<file path="src/rtl/nanov_pkg.sv">
`default_nettype none
// ============================================================================
//  Package  : nanov_pkg
//  Purpose  : Shared LED matrix geometry and scan state encoding.
//  Revision : 1.0  initial release
// ============================================================================
package nanov_pkg;

  // Matrix geometry: one byte of rows per column.
  localparam int NANOV_LED_COLS = 4;
  localparam int NANOV_LED_ROWS = 8;

  // Scan state encoding.
  typedef enum logic [0:0] {
    LEDS_BLANK = 1'b0,
    LEDS_ON    = 1'b1
  } nanov_leds_state_t;

endpackage : nanov_pkg
`default_nettype wire

</file>
<file path="src/rtl/nanov_led_matrix_driver.sv">
`default_nettype none
// ============================================================================
//  Module   : nanov_led_matrix_driver
//  Purpose  : Scans a 4-column x 8-row LED matrix from the CPU output latch.
//             The word is double buffered, so the display only changes at a
//             frame boundary. Each column is preceded by a blanking gap, and a
//             global PWM brightness is applied during each column's ON phase.
//  Revision : 1.0  initial release
// ============================================================================
module nanov_led_matrix_driver
  import nanov_pkg::*;
#(
  parameter int DWELL_CYCLES = 4096,
  parameter int BLANK_CYCLES = 64,
  parameter int PWM_BITS     = 4
) (
  input  logic                      cpu_clk,
  input  logic                      rst,
  input  logic [31:0]               data_in,
  input  logic                      data_valid,
  input  logic [PWM_BITS-1:0]       brightness,
  output logic [NANOV_LED_ROWS-1:0] leds,
  output logic [NANOV_LED_COLS-1:0] lcol,
  output logic                      frame_sync
);

  // One counter serves both phases, so it is sized for the longer of the two.
  localparam int CNT_MAX = (DWELL_CYCLES > BLANK_CYCLES) ? DWELL_CYCLES : BLANK_CYCLES;
  localparam int CNT_W   = (CNT_MAX > 1) ? $clog2(CNT_MAX) : 1;
  localparam int COL_W   = $clog2(NANOV_LED_COLS);

  localparam logic [CNT_W-1:0]          c_dwell_last = CNT_W'(DWELL_CYCLES - 1);
  localparam logic [CNT_W-1:0]          c_blank_last = CNT_W'(BLANK_CYCLES - 1);
  localparam logic [CNT_W-1:0]          c_cnt_one    = CNT_W'(1);
  localparam logic [PWM_BITS-1:0]       c_pwm_one    = PWM_BITS'(1);
  localparam logic [COL_W-1:0]          c_col_one    = COL_W'(1);
  localparam logic [NANOV_LED_COLS-1:0] c_col_bit0   = NANOV_LED_COLS'(1);

  // The PWM counter must sweep its full range within one column dwell, and
  // at least one blank clock is needed for the anti-ghosting gap.
  if ((DWELL_CYCLES < (1 << PWM_BITS)) || (BLANK_CYCLES < 1)) begin : g_param_check
    $error("nanov_led_matrix_driver: illegal DWELL_CYCLES/BLANK_CYCLES/PWM_BITS");
  end

  nanov_leds_state_t           r_state, w_state_nxt;
  logic [COL_W-1:0]            r_col, w_col_nxt;
  logic [CNT_W-1:0]            r_cnt, w_cnt_nxt;
  logic [PWM_BITS-1:0]         r_pwm, w_pwm_nxt;

  logic [31:0]                 r_pending;
  logic                        r_pend_flag;
  logic [31:0]                 r_display;

  logic [NANOV_LED_ROWS-1:0]   r_leds, w_leds_nxt;
  logic [NANOV_LED_COLS-1:0]   r_lcol, w_lcol_nxt;
  logic                        r_frame_sync, w_frame_sync_nxt;

  logic [NANOV_LED_ROWS-1:0]   w_byte;
  logic                        w_frame_start;

  // A new frame begins on the last blank clock before column 0 turns on.
  assign w_frame_start = (r_state == LEDS_BLANK) && (r_cnt == c_blank_last) &&
                         (r_col == '0);

  // State register: scan phase, column, phase counter and PWM counter.
  always_ff @(posedge cpu_clk) begin
    if (rst) begin
      r_state <= LEDS_BLANK;
      r_col   <= '0;
      r_cnt   <= '0;
      r_pwm   <= '0;
    end else begin
      r_state <= w_state_nxt;
      r_col   <= w_col_nxt;
      r_cnt   <= w_cnt_nxt;
      r_pwm   <= w_pwm_nxt;
    end
  end

  // Next-state logic: BLANK for BLANK_CYCLES, then ON for DWELL_CYCLES, then next column.
  always_comb begin
    w_state_nxt = r_state;
    w_col_nxt   = r_col;
    w_cnt_nxt   = r_cnt + c_cnt_one;
    w_pwm_nxt   = r_pwm + c_pwm_one;
    case (r_state)
      LEDS_BLANK: begin
        w_pwm_nxt = '0;
        if (r_cnt == c_blank_last) begin
          w_state_nxt = LEDS_ON;
          w_cnt_nxt   = '0;
        end
      end
      LEDS_ON: begin
        if (r_cnt == c_dwell_last) begin
          w_state_nxt = LEDS_BLANK;
          w_cnt_nxt   = '0;
          w_col_nxt   = r_col + c_col_one;
        end
      end
      default: begin
        w_state_nxt = LEDS_BLANK;
        w_cnt_nxt   = '0;
        w_pwm_nxt   = '0;
      end
    endcase
  end

  // Double buffer: capture strobes into pending, swap into display only at the frame boundary.
  always_ff @(posedge cpu_clk) begin
    if (rst) begin
      r_pending   <= '0;
      r_pend_flag <= 1'b0;
      r_display   <= '0;
    end else begin
      if (data_valid) begin
        r_pending   <= data_in;
        r_pend_flag <= 1'b1;
      end
      if (w_frame_start) begin
        if (data_valid) begin
          r_display <= data_in;
        end else if (r_pend_flag) begin
          r_display <= r_pending;
        end
        r_pend_flag <= 1'b0;
      end
    end
  end

  // Column byte select: column 0 shows the most significant byte.
  always_comb begin
    w_byte = r_display[7:0];
    case (r_col)
      2'd0:    w_byte = r_display[31:24];
      2'd1:    w_byte = r_display[23:16];
      2'd2:    w_byte = r_display[15:8];
      default: w_byte = r_display[7:0];
    endcase
  end

  // Output decode: everything dark in BLANK; in ON, enable the column and gate rows by PWM.
  always_comb begin
    w_leds_nxt       = '1;
    w_lcol_nxt       = '1;
    w_frame_sync_nxt = 1'b0;
    if (r_state == LEDS_ON) begin
      w_lcol_nxt       = ~(c_col_bit0 << r_col);
      w_frame_sync_nxt = (r_col == '0) && (r_cnt == '0);
      if (r_pwm <= brightness) begin
        w_leds_nxt = ~w_byte;
      end
    end
  end

  // Output registers: a reset forces the matrix dark on the very next edge.
  always_ff @(posedge cpu_clk) begin
    if (rst) begin
      r_leds       <= '1;
      r_lcol       <= '1;
      r_frame_sync <= 1'b0;
    end else begin
      r_leds       <= w_leds_nxt;
      r_lcol       <= w_lcol_nxt;
      r_frame_sync <= w_frame_sync_nxt;
    end
  end

  assign leds       = r_leds;
  assign lcol       = r_lcol;
  assign frame_sync = r_frame_sync;

endmodule : nanov_led_matrix_driver
`default_nettype wire

</file>
<file path="config.mk">
export PLATFORM = sky130hd
export DESIGN_NAME = nanov_led_matrix_driver
export DESIGN_NICKNAME = d
export VERILOG_FILES = /design/src/rtl/nanov_pkg.sv /design/src/rtl/nanov_led_matrix_driver.sv
export SDC_FILE = /design/constraint.sdc
export NUM_CORES = 1
export LEC_CHECK = 0
export ABC_AREA = 0
export BUFFER_PORTS_ARGS = -buffer_cell sky130_fd_sc_hd__buf_2
export CAP_MARGIN = 40
export CORE_MARGIN = 1.5
export CORE_UTILIZATION = 50
export DETAILED_ROUTE_END_ITERATION = 8
export MAX_ROUTING_LAYER = met4
export PLACE_DENSITY = 0.7
export SYNTH_ARGS = -nofsm -noshare
export SYNTH_HDL_FRONTEND = slang
export SYNTH_SLANG_ARGS = --single-unit
</file>
<file path="constraint.sdc">
create_clock -name cpu_clk -period 2.9 [get_ports cpu_clk]
set_clock_uncertainty 0.15 [all_clocks]
set_input_delay 0.29 -clock cpu_clk [delete_from_list [all_inputs] [get_ports cpu_clk]]
set_output_delay 0.29 -clock cpu_clk [all_outputs]
set_load 0.02 [all_outputs]
</file>
==> out/metrics.yaml <==
maxSlewHeadroom_pct: 49.8
synth-edff-count: 0
io_buffers: 51
antenna_left: 0
drt_first_iter_violations: 133
die-height_um: 93.0
initial_core_util_pct: 51.9
postSynthRegisterBits: 97
tritoncts.num_buffers: 9
timing.final.crit_share_pct: 83.3
cts.hold.buffers_added: 0
detailed_place_hpwl_mm: 4.90
worstPathMaxFanout: 32
fmaxAchievable_ghz: 0.414
drv_slew: 0
syn-num-nets: 430
hold_violations: 0
grt_usage_pct: 18.0
leakagePower_uw: 0.00197
crit_arrival_ns: 2.51
irDropWorstVdd_v: 0.000234
share_of_flip_flops_with_an_asynchronous_set_or_reset_after_synthesis_pct: 0
worst_slew_pin_slew_ns: 0.746
grt_antenna_before_repair: 0
hold-worst-slack_ns: 0.0624
setup_viol_count_final: 0
netSwitchingFraction_pct: 22.5
synthesis.area_um2: 4050
grt_start_max_net_pins: 49
global_route_wire_length_before_repair_mm: 11.9
syn_avg_cell_area_um2: 10.7
run_status: "finished, final reports clean"
dieArea_um2: 8660
min-delay-path-class: "in -> reg"
drt-wirelength-per-cell_um: 13.3
combinationalPowerShare_pct: 5.4
via_count_of_the_first_global_routing_pass: 2462
power.switching_uw: 514
n_antenna_cell: 0
layout_area_growth_over_synthesis_pct: 11.4
floorplan.rows: 32
layout.cells.most_common: "dfxtp_1"
ys_types: 35
tritoncts_clock_tree: "built"
p_per_area_nw_per_um2: 507
ys_dominant_reg_cell: "dfxtp_1"
layout.nets: 473
tritoncts_num_sinks: 97
gp_congestion: 0.755
drt_wl_total_mm: 7.05
most-common-layout-cells: "97 x dfxtp_1, 51 x buf_2, 44 x nor2_1"
grt_overflow_total: 0
vias_per_cell: 5.02
clock_latency_ns: 0.35
worst-setup-path-type: "reg -> reg"
p_int_uw: 1770
synth_warnings: 0
post-cts-setup-buffer-count: 0
cts_max_path_buffers: 2
post_cts_resize_count: 0
drtPass1Iterations: 4
die_w_um: 93.0
seqPwrFrac_pct: 60.0
placeableCoreArea_um2: 7810
setup.worst_path.start_class: "flop"
crit_required_ns: 2.99
setup_repair_after_global_routing_missed_its_margin: "no"
drive_gt1_share_pct: 25.3
path_clk_slew_ns: 0.09
min_period_ns: 2.42
vias: 2654
route.detailed.drc: 0
fill_cells: 676
clockPowerShare_pct: 34.6
i_o_pin_cnt: 52
cts-root-buf: "clkbuf_8"
sequential_cell_area_fraction_in_the_yosys_report_pct: 47.9
max_cap_viol_count: 0
cp-end-kind: "flop"
synthesized_netlist_cell_count: 379
power_total_uw: 2290
cts_htree_levels: 3
setup_total_negative_slack_ns: 0
[sequential cells by signal (all words and copies together), names as in the netlist]
name,cells
r_display,32
r_pending,32
r_cnt,12
leds,8
lcol,4
r_pwm,4
r_col,2
frame_sync,1
r_pend_flag,1
r_state,1
[kinds of logic after synthesis]
kind of cell               synth area share [%]
DFF                                        47.9
muxes                                      19.8
buffers and inverters                      4.44
and+or+nand+nor                            17.3
AOI/OAI and AO/OA                          4.20
xor gates and xnor gates                   2.59
adders and majority gates                  3.70
[layer usage]
layer / up-vias / global-route usage (%) / share of wire, %
li1: 1380 / - / -
met1: 1213 / 25.3 / 52
met2: 50 / 24.9 / 42
met3: 11 / 3.50 / 3.9
met4: 0 / 7.95 / 1.9
met5: - / - / 0
[synthesized netlist by cell type, types with 3 or more instances]
library cell | count | area [µm²]
dfxtp_1 | 97 | 1940
nor2_1 | 44 | 165
nor2b_1 | 34 | 213
mux2i_1 | 33 | 330
mux2_4 | 30 | 450
nand2_1 | 15 | 56.3
nand3_1 | 14 | 70.1
nor3_1 | 13 | 65.1
clkbuf_1 | 12 | 45.0
ha_1 | 12 | 150
inv_1 | 11 | 41.3
xnor2_1 | 10 | 87.6
o21ai_0 | 9 | 45.0
a222oi_1 | 8 | 80.1
buf_1 | 6 | 22.5
a21oi_1 | 3 | 15.0
buf_12 | 3 | 60.1
[power groups by stage]
stage,sequential (µW),combinational [µW],clock (µW)
final,1370,124,792
after global routing,1380,139,868
after CTS,1370,127,809
after detailed placement,1400,126,0
after global placement,1400,123,0
after floorplan,1400,82.7,0
[stage by stage]
stage	instances	instance area (µm²)	utilization, %	setup WS [ns]
finish	529	4510	57.8	0.483
global route	529	4510	57.8	0.360
CTS	529	4510	57.8	0.487
global placement	513	4330	55.5	0.545
floorplan	379	4050	-	0.683
detailed placement	513	4330	55.5	0.499
[final timing paths]
| check | startpoint | to | slack (ns) | cells after the start |
|---|---|---|---|---|
| max | r_cnt[0] | r_display[7] | 0.48 | 5 |
| min | data_in[27] | r_pending[27] | 0.06 | 3 |
| max reg2reg | r_cnt[0] | r_display[7] | 0.48 | 5 |
| min reg2reg | r_pwm[0] | r_pwm[0] | 0.31 | 1 |
[worst max-delay path, stage by stage, from the launching register on]
cell and delay (ns):
dfxtp_1 0.40, ha_1 0.21, and3_1 0.19, nand3_1 0.19, or4_4 0.76, mux2_4 0.39
[area by class of cell]
cell class                      count  area [µm²]  share of cell area (%)
Inverter                           11        41.3                   0.915
Timing Repair Buffer               54         290                    6.43
Multi-Input combinational cell    249        1930                    42.8
Tap cell                          102         128                    2.83
Sequential cell                    97        1940                    43.0
Clock inverter                      5        30.0                   0.665
Clock buffer                       11         151                    3.35
Note: power is estimated with default switching activity, not from simulation.
